===== config.mk =====
export PLATFORM = sky130hd
export DESIGN_NAME = alu_seq_flat
export DESIGN_NICKNAME = d
export VERILOG_FILES = /design/src/rtl/alu_pkg.sv /design/src/rtl/alu_seq_if.sv /design/src/rtl/alu_iter_unit.sv /design/src/rtl/alu_seq.sv /design/src/flat_wrapper.sv
export SDC_FILE = /design/constraint.sdc
export NUM_CORES = 1
export LEC_CHECK = 0
export ABC_CLOCK_PERIOD_IN_PS = 3500
export BUFFER_PORTS_ARGS = -buffer_cell sky130_fd_sc_hd__buf_2
export CAP_MARGIN = 20
export CORE_UTILIZATION = 40
export CTS_BUF_LIST = sky130_fd_sc_hd__clkbuf_8
export CTS_CLUSTER_SIZE = 16
export DETAILED_ROUTE_END_ITERATION = 6
export GPL_TIMING_DRIVEN = 0
export PLACE_DENSITY = 0.59
export SKIP_CTS_REPAIR_TIMING = 1
export SYNTH_ARGS = -nofsm -noshare
export SYNTH_HDL_FRONTEND = slang
export SYNTH_HIERARCHICAL = 1
export SYNTH_SLANG_ARGS = --single-unit

===== constraint.sdc =====
create_clock -name CLK -period 3.5 [get_ports CLK]
set_clock_uncertainty 0.2 [all_clocks]
set_input_delay 0.525 -clock CLK [delete_from_list [all_inputs] [get_ports CLK]]
set_output_delay 0.525 -clock CLK [all_outputs]
set_load 0.05 [all_outputs]

===== src/rtl/alu_pkg.sv =====
// Shared opcodes and FSM state encoding for the sequential ALU.
package alu_pkg;

   localparam logic [2:0] ALU_FWD = 3'b000;
   localparam logic [2:0] ALU_ADD = 3'b001;
   localparam logic [2:0] ALU_AND = 3'b010;
   localparam logic [2:0] ALU_OR  = 3'b011;
   localparam logic [2:0] ALU_SUB = 3'b100;
   localparam logic [2:0] ALU_MUL = 3'b101;
   localparam logic [2:0] ALU_SLL = 3'b110;
   localparam logic [2:0] ALU_SRA = 3'b111;

   typedef enum logic [0:0] {
      ST_IDLE = 1'b0,
      ST_BUSY = 1'b1
   } state_e;

   function automatic logic is_shift(input logic [2:0] op);
      return (op == ALU_SLL) || (op == ALU_SRA);
   endfunction

endpackage


===== src/rtl/alu_seq_if.sv =====
// Request/result bundle between the control unit (master) and the ALU (slave).
interface alu_seq_if #(
   parameter int WIDTH = 8
);
   // Handshake: a request is taken at a rising edge where START && READY;
   // SELECT/DATA1/DATA2 are sampled only then. DONE is a one-cycle pulse
   // marking the edge at which RESULT/ZERO/CARRY were updated; they hold after.
   logic             START;
   logic [2:0]       SELECT;
   logic [WIDTH-1:0] DATA1;
   logic [WIDTH-1:0] DATA2;
   logic             READY;
   logic [WIDTH-1:0] RESULT;
   logic             DONE;
   logic             ZERO;
   logic             CARRY;

   modport master (
      output START, SELECT, DATA1, DATA2,
      input  READY, RESULT, DONE, ZERO, CARRY
   );

   modport slave (
      input  START, SELECT, DATA1, DATA2,
      output READY, RESULT, DONE, ZERO, CARRY
   );
endinterface


===== src/rtl/alu_iter_unit.sv =====
// Iterative engine for MUL (shift-add), SLL and SRA: one step per cycle,
// last_o marks the step whose result_o/carry_o are final.
module alu_iter_unit
   import alu_pkg::*;
#(
   parameter int WIDTH = 8
) (
   input  logic                           clk_i,
   input  logic                           rst_i,
   input  logic                           load_i,
   input  logic [2:0]                     op_i,
   input  logic [WIDTH-1:0]               a_i,
   input  logic [WIDTH-1:0]               b_i,
   input  logic [$clog2(WIDTH):0]         shamt_i,
   output logic                           last_o,
   output logic [WIDTH-1:0]               result_o,
   output logic                           carry_o
);

   localparam int SHAMT_W = $clog2(WIDTH) + 1;

   logic [2:0]         op_q;
   logic [SHAMT_W-1:0] cnt_q;
   logic [2*WIDTH-1:0] acc_q, acc_d;
   logic [2*WIDTH-1:0] mcand_q, mcand_d;
   logic [WIDTH-1:0]   mplier_q, mplier_d;
   logic [WIDTH-1:0]   sh_q, sh_d;
   logic               sout_q, sout_d;

   always_comb begin
      acc_d    = acc_q + (mplier_q[0] ? mcand_q : '0);
      mcand_d  = mcand_q << 1;
      mplier_d = mplier_q >> 1;
      sh_d     = sh_q;
      sout_d   = sout_q;
      // SLL drops the MSB; SRA drops the LSB and re-injects the sign bit.
      if (op_q == ALU_SLL) begin
         {sout_d, sh_d} = {sh_q, 1'b0};
      end else begin
         {sh_d, sout_d} = {sh_q[WIDTH-1], sh_q};
      end
   end

   always_ff @(posedge clk_i) begin
      if (rst_i) begin
         op_q     <= ALU_FWD;
         cnt_q    <= '0;
         acc_q    <= '0;
         mcand_q  <= '0;
         mplier_q <= '0;
         sh_q     <= '0;
         sout_q   <= 1'b0;
      end else if (load_i) begin
         op_q     <= op_i;
         cnt_q    <= (op_i == ALU_MUL) ? SHAMT_W'(WIDTH) : shamt_i;
         acc_q    <= '0;
         mcand_q  <= {{WIDTH{1'b0}}, a_i};
         mplier_q <= b_i;
         sh_q     <= a_i;
         sout_q   <= 1'b0;
      end else if (cnt_q != '0) begin
         cnt_q    <= cnt_q - SHAMT_W'(1);
         acc_q    <= acc_d;
         mcand_q  <= mcand_d;
         mplier_q <= mplier_d;
         sh_q     <= sh_d;
         sout_q   <= sout_d;
      end
   end

   assign last_o   = (cnt_q == SHAMT_W'(1));
   assign result_o = (op_q == ALU_MUL) ? acc_d[WIDTH-1:0] : sh_d;
   assign carry_o  = (op_q == ALU_MUL) ? (acc_d[2*WIDTH-1:WIDTH] != '0) : sout_d;

endmodule


===== src/rtl/alu_seq.sv =====
// Sequential ALU top: single-cycle ops computed here, MUL/shifts delegated
// to alu_iter_unit; all outputs registered and updated with a DONE pulse.
module alu_seq
   import alu_pkg::*;
#(
   parameter int WIDTH = 8
) (
   input  logic      CLK,
   input  logic      RESET,
   alu_seq_if.slave  bus,
   output state_e    dbg_state_o
);

   localparam int               SHAMT_W = $clog2(WIDTH) + 1;
   localparam logic [WIDTH-1:0] W_LIM   = WIDTH'(WIDTH);

   state_e             state_q;
   logic [WIDTH-1:0]   result_q;
   logic               done_q;
   logic               zero_q;
   logic               carry_q;

   logic               accept;
   logic               is_multi;
   logic [SHAMT_W-1:0] shamt;
   logic [WIDTH:0]     wide;
   logic [WIDTH-1:0]   sc_res_d;
   logic               sc_carry_d;

   logic               iter_last;
   logic [WIDTH-1:0]   iter_res;
   logic               iter_carry;

   assign accept   = bus.START && (state_q == ST_IDLE);
   assign shamt    = (bus.DATA2 >= W_LIM) ? SHAMT_W'(WIDTH) : SHAMT_W'(bus.DATA2);
   assign is_multi = (bus.SELECT == ALU_MUL) || (is_shift(bus.SELECT) && (bus.DATA2 != '0));

   always_comb begin
      wide       = '0;
      sc_res_d   = '0;
      sc_carry_d = 1'b0;
      case (bus.SELECT)
         ALU_FWD: sc_res_d = bus.DATA2;
         ALU_ADD: begin
            wide       = {1'b0, bus.DATA1} + {1'b0, bus.DATA2};
            sc_res_d   = wide[WIDTH-1:0];
            sc_carry_d = wide[WIDTH];
         end
         ALU_AND: sc_res_d = bus.DATA1 & bus.DATA2;
         ALU_OR:  sc_res_d = bus.DATA1 | bus.DATA2;
         ALU_SUB: begin
            // The extra MSB of the widened difference is the borrow.
            wide       = {1'b0, bus.DATA1} - {1'b0, bus.DATA2};
            sc_res_d   = wide[WIDTH-1:0];
            sc_carry_d = wide[WIDTH];
         end
         default: sc_res_d = bus.DATA1;  // shift by zero passes DATA1 through
      endcase
   end

   alu_iter_unit #(.WIDTH(WIDTH)) u_iter (
      .clk_i    (CLK),
      .rst_i    (RESET),
      .load_i   (accept && is_multi),
      .op_i     (bus.SELECT),
      .a_i      (bus.DATA1),
      .b_i      (bus.DATA2),
      .shamt_i  (shamt),
      .last_o   (iter_last),
      .result_o (iter_res),
      .carry_o  (iter_carry)
   );

   always_ff @(posedge CLK) begin
      if (RESET) begin
         state_q  <= ST_IDLE;
         result_q <= '0;
         done_q   <= 1'b0;
         zero_q   <= 1'b1;
         carry_q  <= 1'b0;
      end else begin
         done_q <= 1'b0;
         case (state_q)
            ST_IDLE: begin
               if (accept) begin
                  if (is_multi) begin
                     state_q <= ST_BUSY;
                  end else begin
                     result_q <= sc_res_d;
                     carry_q  <= sc_carry_d;
                     zero_q   <= (sc_res_d == '0);
                     done_q   <= 1'b1;
                  end
               end
            end
            ST_BUSY: begin
               if (iter_last) begin
                  result_q <= iter_res;
                  carry_q  <= iter_carry;
                  zero_q   <= (iter_res == '0);
                  done_q   <= 1'b1;
                  state_q  <= ST_IDLE;
               end
            end
            default: state_q <= ST_IDLE;
         endcase
      end
   end

   assign bus.READY   = (state_q == ST_IDLE);
   assign bus.RESULT  = result_q;
   assign bus.DONE    = done_q;
   assign bus.ZERO    = zero_q;
   assign bus.CARRY   = carry_q;
   assign dbg_state_o = state_q;

endmodule


===== src/flat_wrapper.sv =====
// flat-port wrapper written by rule: the top's interface ports become plain ports
module alu_seq_flat import alu_pkg::*;
#(
   parameter int WIDTH = 8
)
  (CLK, RESET, dbg_state_o, bus_START, bus_SELECT, bus_DATA1, bus_DATA2, bus_READY, bus_RESULT, bus_DONE, bus_ZERO, bus_CARRY);
  alu_seq_if #(.WIDTH(WIDTH)) bus_i ();
  input  logic CLK;
  input  logic RESET;
  output state_e dbg_state_o;
  input wire logic [$bits(bus_i.START)-1:0] bus_START;
  input wire logic [$bits(bus_i.SELECT)-1:0] bus_SELECT;
  input wire logic [$bits(bus_i.DATA1)-1:0] bus_DATA1;
  input wire logic [$bits(bus_i.DATA2)-1:0] bus_DATA2;
  output wire logic [$bits(bus_i.READY)-1:0] bus_READY;
  output wire logic [$bits(bus_i.RESULT)-1:0] bus_RESULT;
  output wire logic [$bits(bus_i.DONE)-1:0] bus_DONE;
  output wire logic [$bits(bus_i.ZERO)-1:0] bus_ZERO;
  output wire logic [$bits(bus_i.CARRY)-1:0] bus_CARRY;
  assign bus_i.START = bus_START;
  assign bus_i.SELECT = bus_SELECT;
  assign bus_i.DATA1 = bus_DATA1;
  assign bus_i.DATA2 = bus_DATA2;
  assign bus_READY = bus_i.READY;
  assign bus_RESULT = bus_i.RESULT;
  assign bus_DONE = bus_i.DONE;
  assign bus_ZERO = bus_i.ZERO;
  assign bus_CARRY = bus_i.CARRY;
  alu_seq #(.WIDTH(WIDTH)) u_core (.CLK(CLK), .RESET(RESET), .bus(bus_i), .dbg_state_o(dbg_state_o));
endmodule

==> metrics, run 1 <==
slowest stage cell, crit path=dfxtp_4; critical path cell sequence=buf_4, and2_4, ha_1, a211oi_2, o21a_1, o21ai_2, a41o_1, and4b_2, a2111oi_4, a31oi_2, nand2_1, o31ai_2, a31o_2; final number of setup-violating endpoints=0; fin cells=roughly 900; max_cap viols=0; Die Area=13,400 µm²; Max VDD drop=0.249 mV; initial antenna violation count=0; actual slew at the worst max-slew pin=around 840 ps; routed wire length per instance=17.2 µm; Vias/cell=between 5 and 6; Slew Limit Headroom=a little over two fifths; drt initial violations=399; register area share after synthesis=approximately a quarter; CP endpoint kind=register; run status=completed; total I/O pin count=35; dpl cells=904; root buf cell=clkbuf_8; largest driver fanout on the critical path=5; WS Path Type=register to register; Die Wd=around 120 µm; core area=roughly 13,000 µm²; Reg clk slew, reported paths=approximately 70 ps; layout cells sized above 1=13.1%; vias in the first global route=between 4,000 and 5,000; register bit total from synthesis=67; # nets final=just over 800; worst skew pair latency=around 360 ps; CTS buffer count=9; crit share post-route=roughly 100%; Crit path largest cell delay=370 ps; gate count of the mapped netlist=about 700; # diodes=0; element type at the critical path start=register; drt first pass iters=5; Worst EP arrival=3470 ps; CTS max path bufs=2; dpl ws=-346 ps; Power per Cell Area=between 500 and 600 nW/µm²; Vias=approximately 5,300; first-pass GRT wire length=about 25,000 µm; post-DP HPWL=between 10,000 and 15,000 µm; Critical Path RT=roughly 3600 ps; IO buf count=34; Synth cell types=77; final number of hold-violating endpoints=0; Rows=41; GRT overflow=0; area grow syn2layout=15.2%; Sink Count=67; Most used DFF post-synth=dfxtp_1; Post-route DRC=0; Synth Net Count=about 770; hold crit path type=register to register; Leakage=around 2.5 nW; Final min period=between 3000 and 4000 ps; synthesized area=approximately 5200 µm²; largest net degree at the start of global routing=12; CTS tree=built; Detail Route Antenna Nets=0; final wirelength=between 15,000 and 20,000 µm; Post-synth EDFFs=0; Placer Congestion=between 0.8 and 0.9; Syn Area/Cell=7.43 µm²; Overall Global Routing Usage=roughly a quarter; asr flop ratio synth=0%; worst setup slack after layout=between 70 and 80 ps; Synth Warn #=6; effective utilization at floorplan=41.1%; Pins Over Slew Limit=0; die extent in y=116 µm; htree depth=3; total chip power=about 0.0032 W; fmax=292 MHz
## per-stage QoR
| step | utilization (%) | hold WS [ps] | instance area (µm²) | setup TNS (ps) |
|---|---|---|---|---|
| floorplan | - | 232 | 5190 | 0 |
| global placement | 44.2 | 238 | 5570 | -368 |
| detailed placement | 44.2 | 254 | 5570 | -399 |
| CTS | 46.1 | 254 | 5820 | -448 |
| global route | 47.4 | 288 | 5980 | -61.5 |
| finish | 47.4 | 257 | 5980 | 0 |
## layout make-up
cell class	instances	area [µm²]
Timing Repair Buffer	41	223
Inverter	32	120
Sequential cell	67	1350
Buffer	40	168
Clock inverter	6	105
Fill cell	1307	6640
Clock buffer	10	138
Tap cell	172	215
Multi-Input combinational cell	559	3670
## path summary, 6_finish.rpt
kind,from,end,slack (ps),depth (start not counted)
worst max register to register,u_core/u_iter/mplier_q[0],u_core/bus.CARRY,80,13
worst min register to register,u_core/u_iter/mcand_q[15],u_core/u_iter/mcand_q[15],260,2
worst min-delay path,u_core/u_iter/mcand_q[15],u_core/u_iter/mcand_q[15],260,2
worst max-delay path,u_core/u_iter/mplier_q[0],u_core/bus.CARRY,80,13
## sequential cells by signal (all words and copies together), names as in the netlist, 3 cells and up
signal and cells:
u_core/u_iter/cnt_q 4, u_core/u_iter/mplier_q 8, u_core/u_iter/sh_q 8, u_core/bus.RESULT 8
u_core/u_iter/mcand_q 16, u_core/u_iter/op_q 3, u_core/u_iter/acc_q 16
## per-layer routing
metal / vias to the layer above / part of all wire, % / wire length (µm) / global-route usage [%]
met5: - / 0 / 0 / 0
met4: 0 / 1.7 / 278 / 8.80
met3: 20 / 5.6 / 883 / 4.60
met2: 154 / 46 / 7380 / 38.3
met1: 2528 / 46 / 7360 / 33.4
li1: 2586 / - / - / -
## cell usage in the layout, fill, tap and decap left out, types with 4 or more instances in the layout
master     n
nand2_1   94
nor2_1    89
a21oi_1   86
dfxtp_1   66
ha_1      40
buf_2     39
inv_1     34
clkbuf_1  29
o21ai_0   22
a211oi_1  17
nor3_1    16
and2_1    16
mux2i_1   14
clkbuf_8  10
nand3_1   10
xnor2_1   10
a21o_1     9
buf_4      8
nor2b_1    7
o21bai_1   7
nor3b_1    6
xor2_1     6
o221ai_1   6
a31oi_1    5
a22oi_1    5
buf_1      4
a221oi_1   4
and3_1     4
o21a_1     4
## cell families after synthesis
family,Yosys count,share of synthesized area [%]
simple gates,275,25.0
compound gates,207,26.4
buf+inv,72,5.40
flops,67,25.9
fa+ha+maj,45,11.3
xor+xnor,16,2.70
mux,16,3.35
## synth_stat cells (all sizes together), types with 2 or more instances
master | instances | area (µm²)
xor2 | 6 | 52.6
a221oi | 4 | 35.0
nor2b | 7 | 43.8
dfxtp | 67 | 1340
ha | 42 | 526
clkbuf | 30 | 113
a31oi | 6 | 37.5
o32a | 2 | 20.0
nor4 | 3 | 18.8
or3 | 5 | 36.3
a211oi | 20 | 160
mux2i | 14 | 140
nor2 | 91 | 349
nor3 | 18 | 100
a22oi | 6 | 50.1
xnor2 | 10 | 87.6
nand2 | 94 | 353
a2111oi | 2 | 23.8
nand3b | 4 | 33.8
o21ai | 27 | 146
inv | 32 | 120
or3b | 2 | 17.5
and3 | 4 | 25.0
nor4b | 2 | 17.5
o21bai | 7 | 52.6
and2 | 18 | 113
o41ai | 2 | 17.5
nor3b | 6 | 45.0
a21o | 9 | 67.6
fa | 3 | 60.1
o221a | 2 | 22.5
o311ai | 3 | 26.3
nand3 | 11 | 60.1
o211ai | 2 | 15.0
buf | 10 | 47.5
a31o | 2 | 17.5
o211a | 2 | 20.0
o21a | 4 | 30.0
o221ai | 6 | 52.6
or4 | 2 | 18.8
a21boi | 2 | 15.0
a21oi | 86 | 430
o31ai | 3 | 22.5
## power breakdown
group          switching, W  leakage (nW)  internal [W]
combinational      0.000980          1.85      0.000458
clock              0.000301         0.125      0.000488
sequential        0.0000924         0.548      0.000891
## critical path: cells and delay by family (launching register included)
kind / cells / cell delay, ps
AO/OA/AOI/OAI: 8 / 1710
adder cells (fa/ha/maj): 1 / 300
AND/OR/NAND/NOR: 3 / 590
flip-flops: 1 / 370
buffers and inverters: 1 / 150
Note: power is estimated with default switching activity, not from simulation.
==> run 2, diff against run 1 <==
--- a/config.mk
+++ b/config.mk
@@ -7,13 +7,13 @@
 export LEC_CHECK = 0
 export ABC_CLOCK_PERIOD_IN_PS = 3500
 export BUFFER_PORTS_ARGS = -buffer_cell sky130_fd_sc_hd__buf_2
-export CAP_MARGIN = 20
+export CAP_MARGIN = 40
 export CORE_UTILIZATION = 40
 export CTS_BUF_LIST = sky130_fd_sc_hd__clkbuf_8
 export CTS_CLUSTER_SIZE = 16
 export DETAILED_ROUTE_END_ITERATION = 6
 export GPL_TIMING_DRIVEN = 0
-export PLACE_DENSITY = 0.59
+export PLACE_DENSITY = 0.53
 export SKIP_CTS_REPAIR_TIMING = 1
 export SYNTH_ARGS = -nofsm -noshare
 export SYNTH_HDL_FRONTEND = slang
==> run 2 against run 1 <==
  * Critical path depth up 1
  * Clock power down 20%
  * Count of clock-buffer cells in the layout unchanged
  * Hold slack about the same
  * Register-to-register slack about the same
  * Via count down 1.1%
  * Routed wire length down 1.2%
  * Highest routed layer unchanged
  * Total power down 4.5%
  * Critical path type unchanged
  * Fmax up 0.38%
  * Non-clock buffer count down 2
==> metrics, run 2 (synthesis results as in run 1) <==
actual slew at the worst max-slew pin=657 ps (was 841 ps); met1 usage=35.6% (was 33.4%); largest driver fanout on the critical path=10 (was 5); first-pass GRT wire length=24,900 µm (was 25,200 µm); htree depth=3 (unchanged); reg-to-reg startpoint=u_core/u_iter/mplier_q[0] (unchanged); Final Cell Area=5860 µm² (was 5980 µm²); initial antenna violation count=0 (unchanged); Sink Count=67 (unchanged); hold depth=2 (unchanged); Placer Congestion=0.901 (was 0.890); R2R depth=14 (was 13); GRT overflow=0 (unchanged); run status=completed (unchanged); Pins Over Slew Limit=0 (unchanged); WS Path Type=register to register (unchanged); total I/O pin count=35 (unchanged); hold crit path type=register to register (unchanged); effective utilization at floorplan=41.1% (unchanged); element type at the critical path start=register (unchanged); most frequent cells in the layout=94 x nand2_1, 90 x nor2_1, 86 x a21oi_1, 66 x dfxtp_1, 41 x ha_1 (was 94 x nand2_1, 89 x nor2_1, 86 x a21oi_1, 66 x dfxtp_1, 40 x ha_1); Max VDD drop=0.363 mV (was 0.249 mV); # diodes=0 (unchanged); GRT busiest layer=met2 (unchanged); final number of hold-violating endpoints=0 (unchanged); placed cell area=5580 µm² (was 5570 µm²); Slew Limit Headroom=56.2% (was 43.8%); largest net degree at the start of global routing=11 (was 12); sequential fraction of design power=31.9% (was 30.6%); max_cap viols=0 (unchanged); Detail Route Antenna Nets=0 (unchanged); Worst EP arrival=3510 ps (was 3470 ps); CTS tree=built (unchanged); Die Wd=116 µm (unchanged); reg2reg setup slack=90 ps (was 80 ps); fmax=293 MHz (was 292 MHz); area grow syn2layout=12.9% (was 15.2%); sw power=0.00138 W (was 0.00137 W); Power per Cell Area=523 nW/µm² (was 537 nW/µm²); Overall Global Routing Usage=24.3% (was 24.4%); die extent in y=116 µm (unchanged); sw frac=45.0% (was 42.8%); root buf cell=clkbuf_8 (unchanged); clock share of power=20.6% (was 24.6%); crit share post-route=97.5% (was 97.8%); GRT met3 Usage=4.60% (unchanged); P_int=0.00169 W (was 0.00184 W); origin of the worst setup path=u_core/u_iter/mplier_q[0] (unchanged); Rows=41 (unchanged); routed wire length per instance=17.0 µm (was 17.2 µm); Critical Path RT=3600 ps (was 3550 ps); HP Start=u_core/u_iter/mcand_q[15] (unchanged); layout cells sized above 1=11.9% (was 13.1%); Die Area=13,400 µm² (unchanged); worst skew pair latency=350 ps (was 360 ps); CTS buffer count=9 (unchanged); Hold Path Sink=u_core/u_iter/mcand_q[15] (unchanged); met2 Track Usage GR=36.5% (was 38.3%); IO buf count=34 (unchanged); vias in the first global route=4,641 (was 4,883); final number of setup-violating endpoints=0 (unchanged); final wirelength=15,700 µm (was 15,900 µm); Gate power share=47.5% (was 44.8%); final hold slack=258 ps (was 257 ps); Final min period=3410 ps (was 3420 ps); Reg clk slew, reported paths=70 ps (about the same); CP endpoint kind=register (unchanged); most common cell after layout, fill and taps aside=nand2_1 (unchanged); drt initial violations=376 (was 399); Post-route DRC=0 (unchanged); Vias/cell=5.67 (was 5.70); # nets final=815 (was 817); CTS max path bufs=2 (unchanged); Leakage=2.49 nW (was 2.52 nW); post-DP HPWL=12,100 µm (was 11,900 µm); TNS Setup=0 ps (unchanged); Vias=5,229 (was 5,288); drt first pass iters=5 (unchanged); biggest regs=u_core/u_iter/acc_q: 16 flops, u_core/u_iter/mcand_q: 16 flops (unchanged); Critical R2R Capture=u_core/bus.CARRY (unchanged); core area=12,600 µm² (unchanged)
-- run 2: changes by cell type in the layout (fill, tap and decap cells not counted), sizes merged --
cell | before | now
bufinv | 3 | 1
clkinv | 0 | 2
inv | 34 | 33
clkinvlp | 1 | 0
buf | 52 | 50
-- run 2: critical path, cell delays in order (launching register included) --
cell and delay (ps):
dfxtp_4 380, buf_6 150, and2_4 170, ha_2 190
fa_2 350, a21o_1 210, a22oi_2 260, a211oi_4 120
or4b_1 490, nand3_2 130, nor4b_4 60, a31oi_2 240
nand2_1 110, o31ai_2 110, a31o_2 190
-- run 2: area by class of cell --
class	instances	area (µm²)
Clock buffer	10	138
Buffer	40	168
Clock inverter	4	43.8
Fill cell	1318	6760
Sequential cell	67	1350
Timing Repair Buffer	39	205
Multi-Input combinational cell	559	3630
Tap cell	172	215
Inverter	32	120
-- run 2: power by group through the flow --
stage	Sequential, W	Clock [W]	Combinational, W
final	0.000979	0.000632	0.00146
after global routing	0.000999	0.000684	0.00161
after CTS	0.000978	0.000652	0.00140
after detailed placement	0.000996	0	0.00140
after global placement	0.000994	0	0.00138
after floorplan	0.00103	0	0.000941
-- run 2: stage by stage --
step | worst slack, ps | power [W] | instances | util (%)
final | 88.6 | 0.00307 | 923 | 46.4
after global routing | -12.3 | 0.00329 | 923 | 46.4
after global placement | -332 | 0.00238 | 904 | 44.2
after CTS | -430 | 0.00304 | 919 | 45.6
after floorplan | 475 | 0.00197 | 698 | -
after detailed placement | -402 | 0.00239 | 905 | 44.2
-- run 2: routing by layer --
metal | part of all wire, % | wire length (µm) | vias up
li1 | - | - | 2576
met1 | 51 | 8000 | 2473
met2 | 42 | 6650 | 158
met3 | 5.4 | 841 | 22
met4 | 1.4 | 217 | 0
met5 | 0 | 0 | -
-- run 2: worst max-delay path by stage --
stage                     slack (ps)               end  cells after the start
after global placement          -330  u_core/bus.CARRY                     14
final                             90  u_core/bus.CARRY                     14
after detailed placement        -400  u_core/bus.CARRY                     14
after floorplan                  470  u_core/bus.CARRY                     14
after global routing             -10  u_core/bus.CARRY                     14
after CTS                       -430  u_core/bus.CARRY                     14
